===== src/rtl/ctr_mode_sched.sv =====
// ctr_mode_sched
// Shares one 4-bit mod-10 load/shift/count counter between three clients
// (load, shift, count). Requests are granted round-robin while idle. The
// granted operation is played out as control pulses separated by GAP idle
// cycles, because the counter registers J/K one cycle before Q moves. The
// final counter value is returned with a one-cycle ack.
//
// Ports:
//   clk, rst                    clock, async active-high reset
//   load_req/load_data/load_ack load client (data = value to load)
//   shift_req/shift_len/shift_ack   shift client (len = rotate-left steps)
//   count_req/count_len/count_ack   count client (len = mod-10 increments)
//   result                      counter value at the last ack, held until the next ack
//   busy                        high whenever the scheduler is not idle
//   ctr_load/ctr_shift/ctr_count/ctr_in   controls driven into the counter
//   ctr_out                     counter Q
//
// Handshake: a client holds req high with a stable operand until its ack.
// The ack is a single cycle and result is valid in that cycle. A req that
// is still high in the cycle after the ack is treated as a fresh request.
module ctr_mode_sched #(
  parameter int LEN_W = 4,
  parameter int GAP   = 1
) (
  input  logic             clk,
  input  logic             rst,
  input  logic             load_req,
  input  logic [3:0]       load_data,
  output logic             load_ack,
  input  logic             shift_req,
  input  logic [LEN_W-1:0] shift_len,
  output logic             shift_ack,
  input  logic             count_req,
  input  logic [LEN_W-1:0] count_len,
  output logic             count_ack,
  output logic [3:0]       result,
  output logic             busy,
  output logic             ctr_load,
  output logic             ctr_shift,
  output logic             ctr_count,
  output logic [3:0]       ctr_in,
  input  logic [3:0]       ctr_out
);

  typedef enum logic [2:0] {
    S_IDLE   = 3'd0,
    S_PULSE  = 3'd1,
    S_GAP    = 3'd2,
    S_SETTLE = 3'd3,
    S_ACK    = 3'd4
  } state_t;

  localparam logic [1:0] C_LOAD  = 2'd0;
  localparam logic [1:0] C_SHIFT = 2'd1;
  localparam logic [1:0] C_COUNT = 2'd2;

  // gap_cnt runs 0..GAP-1
  localparam int GW = (GAP > 1) ? $clog2(GAP) : 1;

  state_t           state, state_nx;
  logic [1:0]       ptr;
  logic [1:0]       op;
  logic [3:0]       data;
  logic [LEN_W-1:0] steps;
  logic [GW-1:0]    gap_cnt;
  logic [3:0]       result_q;

  logic             grant;
  logic [1:0]       win;
  logic [1:0]       cand;
  logic [LEN_W-1:0] win_steps;
  logic [3:0]       req_v;

  function automatic logic [1:0] wrap_inc(input logic [1:0] c);
    return (c == C_COUNT) ? C_LOAD : c + 2'd1;
  endfunction

  // Round-robin search starting at ptr; the spare top bit keeps every
  // 2-bit index in range.
  always_comb begin
    req_v = {1'b0, count_req, shift_req, load_req};
    grant = 1'b0;
    win   = ptr;
    cand  = ptr;
    for (int i = 0; i < 3; i++) begin
      if (!grant && req_v[cand]) begin
        grant = 1'b1;
        win   = cand;
      end
      cand = wrap_inc(cand);
    end
    case (win)
      C_LOAD:  win_steps = LEN_W'(1);
      C_SHIFT: win_steps = shift_len;
      default: win_steps = count_len;
    endcase
  end

  always_comb begin
    state_nx = state;
    case (state)
      S_IDLE:   if (grant) state_nx = (win_steps == '0) ? S_ACK : S_PULSE;
      S_PULSE:  state_nx = S_GAP;
      S_GAP:    if (gap_cnt == GW'(GAP - 1))
                  state_nx = (steps != '0) ? S_PULSE : S_SETTLE;
      S_SETTLE: state_nx = S_ACK;
      S_ACK:    state_nx = S_IDLE;
      default:  state_nx = S_IDLE;
    endcase
  end

  always_ff @(posedge clk or posedge rst) begin
    if (rst) begin
      state    <= S_IDLE;
      ptr      <= C_LOAD;
      op       <= C_LOAD;
      data     <= '0;
      steps    <= '0;
      gap_cnt  <= '0;
      result_q <= '0;
    end else begin
      state <= state_nx;
      case (state)
        S_IDLE: if (grant) begin
          op    <= win;
          ptr   <= wrap_inc(win);
          data  <= load_data;
          steps <= win_steps;
        end
        S_PULSE: begin
          steps   <= steps - LEN_W'(1);
          gap_cnt <= '0;
        end
        S_GAP:   gap_cnt  <= gap_cnt + GW'(1);
        S_ACK:   result_q <= ctr_out;
        default: ;
      endcase
    end
  end

  // Controls are decoded from registered state only, so they drop the
  // instant reset asserts.
  assign busy      = (state != S_IDLE);
  assign ctr_load  = (state == S_PULSE) && (op == C_LOAD);
  assign ctr_shift = (state == S_PULSE) && (op == C_SHIFT);
  assign ctr_count = (state == S_PULSE) && (op == C_COUNT);
  assign ctr_in    = ctr_load ? data : 4'd0;
  assign load_ack  = (state == S_ACK) && (op == C_LOAD);
  assign shift_ack = (state == S_ACK) && (op == C_SHIFT);
  assign count_ack = (state == S_ACK) && (op == C_COUNT);
  // Q is stable in ACK, so it is passed straight through there and held
  // from the register afterwards.
  assign result    = (state == S_ACK) ? ctr_out : result_q;

endmodule


===== config.mk =====
export PLATFORM = sky130hd
export DESIGN_NAME = ctr_mode_sched
export DESIGN_NICKNAME = d
export VERILOG_FILES = /design/src/rtl/ctr_mode_sched.sv
export SDC_FILE = /design/constraint.sdc
export NUM_CORES = 1
export LEC_CHECK = 0
export ABC_AREA = 0
export CORE_UTILIZATION = 47
export CTS_BUF_LIST = sky130_fd_sc_hd__clkbuf_4 sky130_fd_sc_hd__clkbuf_8
export DETAILED_ROUTE_END_ITERATION = 16
export HOLD_SLACK_MARGIN = 0.15
export PLACE_DENSITY = 0.81
export SLEW_MARGIN = 20
export SYNTH_ARGS = -nofsm -noshare
export SYNTH_HDL_FRONTEND = slang
export SYNTH_SLANG_ARGS = --single-unit

===== constraint.sdc =====
create_clock -name clk -period 1.7 [get_ports clk]
set_input_delay 0.51 -clock clk [delete_from_list [all_inputs] [get_ports clk]]
set_output_delay 0.51 -clock clk [all_outputs]
set_load 0.005 [all_outputs]

==> metrics.txt <==
DR vias 1353; die height 50.5 um; H-tree lvl count 1; startpoint type of the worst setup path flip-flop; Cells after DPL 201; HPWL after DPL 2.11 mm; DRC viols 0; crit path cell chain nor2_4 -> nand2_4 -> nor3_4 -> buf_4 -> and2_1 -> buf_2; Final Net Count 225; Finished Cell Area 2000 um^2; critical path class flip-flop to output pin; Syn Nets 142; Switching Fraction 41.8%; die area 2550 um^2; Starting Density 49.9%; NetSw 1.62 mW; dpl cell area 1640 um^2; failing checks negative setup slack; initial antenna violation count 0; register area share after synthesis 45.3%; Slew Limit Fails 0; CTS clk-pin slew, worst paths 0.12 ns; Most Used Layer, Global Route met2; DRT iter0 DRCs 64; class of the worst hold path primary input to async pin; MaxCap Viol Count 0; Yosys warning total 0; Worst Path Buf+Inv 2; M1 GR Usage 36.3%; Netlist cell types 32; Power Total 3.89 mW; latest clock arrival within the worst-skew pair 0.31 ns; Slew HR 73.6%; grt total ovfl 0; Rows 17; Port-buffer cells 35; CP Capture Type output pin; vias per inst 5.88; number of synthesized register bits 20; Total GRT Usage 30.7%; non-filler cells, final 230; Comb power frac 67.8%; first-pass GRT wire length 5.78 mm; final setup vio count 19; run status complete, but fails checks; largest net degree at the start of global routing 21; unrepaired setup endpoints after global routing true; worst-path maximum fanout 4; commonest non-fill, non-tap cells in the layout buf_4 (31), buf_6 (18), clkdlybuf4s50_1 (17), dfrtp_1 (16), buf_2 (11); leakage power 0.966 nW; area grow syn2layout 81.2%; Core ar. 2210 um^2; TritonCTS Sinks 20; gp weighted congestion 0.807; Worst Tran Pin Value 0.396 ns; Avg Cell Area, Syn 9.21 um^2; drt total wl 4.60 mm; CTS tree yes; Die Wd 50.5 um; final hold vios 0; CTS max path bufs 2; cells after synthesis 120; M2 GR Usage 55.6%; Top delay family on crit path flip-flops; Final Util 90.5%; share of cells above drive strength 1 53.5%; TritonCTS buffer count 3; WP data required 1.19 ns; reg2reg start state[2]$_DFFE_PP0P_; internal power 2.26 mW; routed len/inst 20.0 um; clock share of power 7.3%; PD cells 1940 nW/um^2; fin crit period 2.03 ns; Inserted Diodes 0; setup ws final -0.326 ns; Boundary Pins 36; post-route ant nets 0; pre-CTS setup slack -0.484 ns; commonest non-fill, non-tap cell in the layout buf_4; worst vdd ir 1.50 mV; Tcrit/Tclk final 119%; drt pass-1 iters 4; clock skew 0.00262 ns; global routing usage on met3 2.73%; CP arrival 1.52 ns; Seq pwr share 24.8%; number of global-route vias before repair 1281; Crit path largest cell delay 0.49 ns; Worst path slowest cell dfrtp_2; crit path from state[1]$_DFFE_PP0P_; Root Driver clkbuf_4; mapped cell area 1100 um^2; fmax 494 MHz
-- state kept, by name, summed over array words and instances (netlist names) --
| register | count |
|---|---|
| data | 4 |
| state | 3 |
| result_q | 4 |
| gap_cnt | 1 |
| steps | 4 |
| op | 2 |
| ptr | 2 |
-- layer usage --
layer | routed length (um) | vias to the layer above
met4 | 223 | 0
met3 | 391 | 26
met2 | 2330 | 108
met5 | 0 | -
li1 | - | 584
met1 | 1660 | 635
-- layout make-up --
class / count / area (um^2)
Sequential cell: 20 / 505
Timing Repair Buffer: 80 / 687
Multi-Input combinational cell: 89 / 704
Tap cell: 28 / 35.0
Inverter: 9 / 33.8
Clock buffer: 4 / 36.3
Fill cell: 79 / 210
-- repair_timing --
action                                  4_1_cts  5_1_grt
hold endpoints to repair                      0        0
setup buffers                                20        7
endpoints found under the setup margin       25       22
resized for setup                            92       35
hold buffers                                  0        0
pin swaps                                    22       15
-- path summary, 6_finish.rpt --
| path | slack, ns | endpoint | cells after the start |
|---|---|---|---|
| min in group clk | 0.53 | data[3]$_DFFE_PP0P_ | 1 |
| max in group asynchronous | 0.95 | ptr[0]$_DFFE_PP0P_ | 3 |
| setup reg to reg | -0.07 | steps[2]$_DFFE_PP0P_ | 8 |
| hold / removal | 0.52 | steps[2]$_DFFE_PP0P_ | 3 |
| setup / recovery | -0.33 | ctr_in[1] | 6 |
| hold reg to reg | 0.53 | data[3]$_DFFE_PP0P_ | 1 |
-- power groups by stage --
stage	Combinational (mW)	Sequential, mW	Clock (mW)
4_1_cts	2.06	0.877	0.295
3_5_place_dp	1.71	0.887	0
6_report	2.64	0.965	0.285
5_1_grt	2.81	0.976	0.316
2_1_floorplan	0.903	0.853	0
3_3_place_gp	1.65	0.874	0
-- per-stage QoR --
stage	setup TNS (ns)	hold WS [ns]
2_1_floorplan	0	0.462
3_3_place_gp	-8.74	0.457
5_1_grt	-5.31	0.528
3_5_place_dp	-9.69	0.459
6_report	-3.93	0.523
4_1_cts	-3.59	0.480
-- cells in the mapped netlist (all sizes together) --
| master | number | share of area, % |
|---|---|---|
| a22oi | 4 | 2.7 |
| o21ai | 4 | 1.8 |
| nor2 | 13 | 4.4 |
| mux2 | 5 | 5.1 |
| buf | 2 | 0.91 |
| a21oi | 4 | 1.8 |
| o41ai | 1 | 0.79 |
| o22ai | 1 | 0.57 |
| o221ai | 1 | 0.79 |
| nor2b | 1 | 0.57 |
| ha | 1 | 1.1 |
| a21boi | 1 | 0.68 |
| dfrtp | 20 | 45 |
| nor3 | 5 | 3.3 |
| a221o | 1 | 0.91 |
| nor3b | 2 | 1.4 |
| o31ai | 3 | 3.3 |
| o21a | 2 | 1.4 |
| and2 | 7 | 4.0 |
| a32o | 1 | 1.0 |
| o211ai | 3 | 2.5 |
| nand2b | 4 | 2.3 |
| or3 | 1 | 0.57 |
| nand3b | 3 | 2.0 |
| nand2 | 20 | 6.8 |
| o41a | 1 | 1.0 |
| inv | 9 | 3.1 |
-- logic make-up after synthesis --
| kind of cell | after synthesis | share of synthesized area (%) |
|---|---|---|
| adders and majority gates | 1 | 1.13 |
| buffers and inverters | 11 | 3.96 |
| DFF | 20 | 45.3 |
| and+or+nand+nor | 56 | 25.3 |
| muxes | 5 | 5.10 |
| AOI/OAI and AO/OA | 27 | 19.3 |
-- worst register-to-register path: cells and delay by family (launching register included) --
| family | cells | cell delay (ns) |
|---|---|---|
| AOI/OAI and AO/OA | 3 | 0.39 |
| and+or+nand+nor | 2 | 0.41 |
| DFF | 1 | 0.46 |
| buffers and inverters | 3 | 0.40 |
No activity file was read; power rests on OpenSTA's default activity.
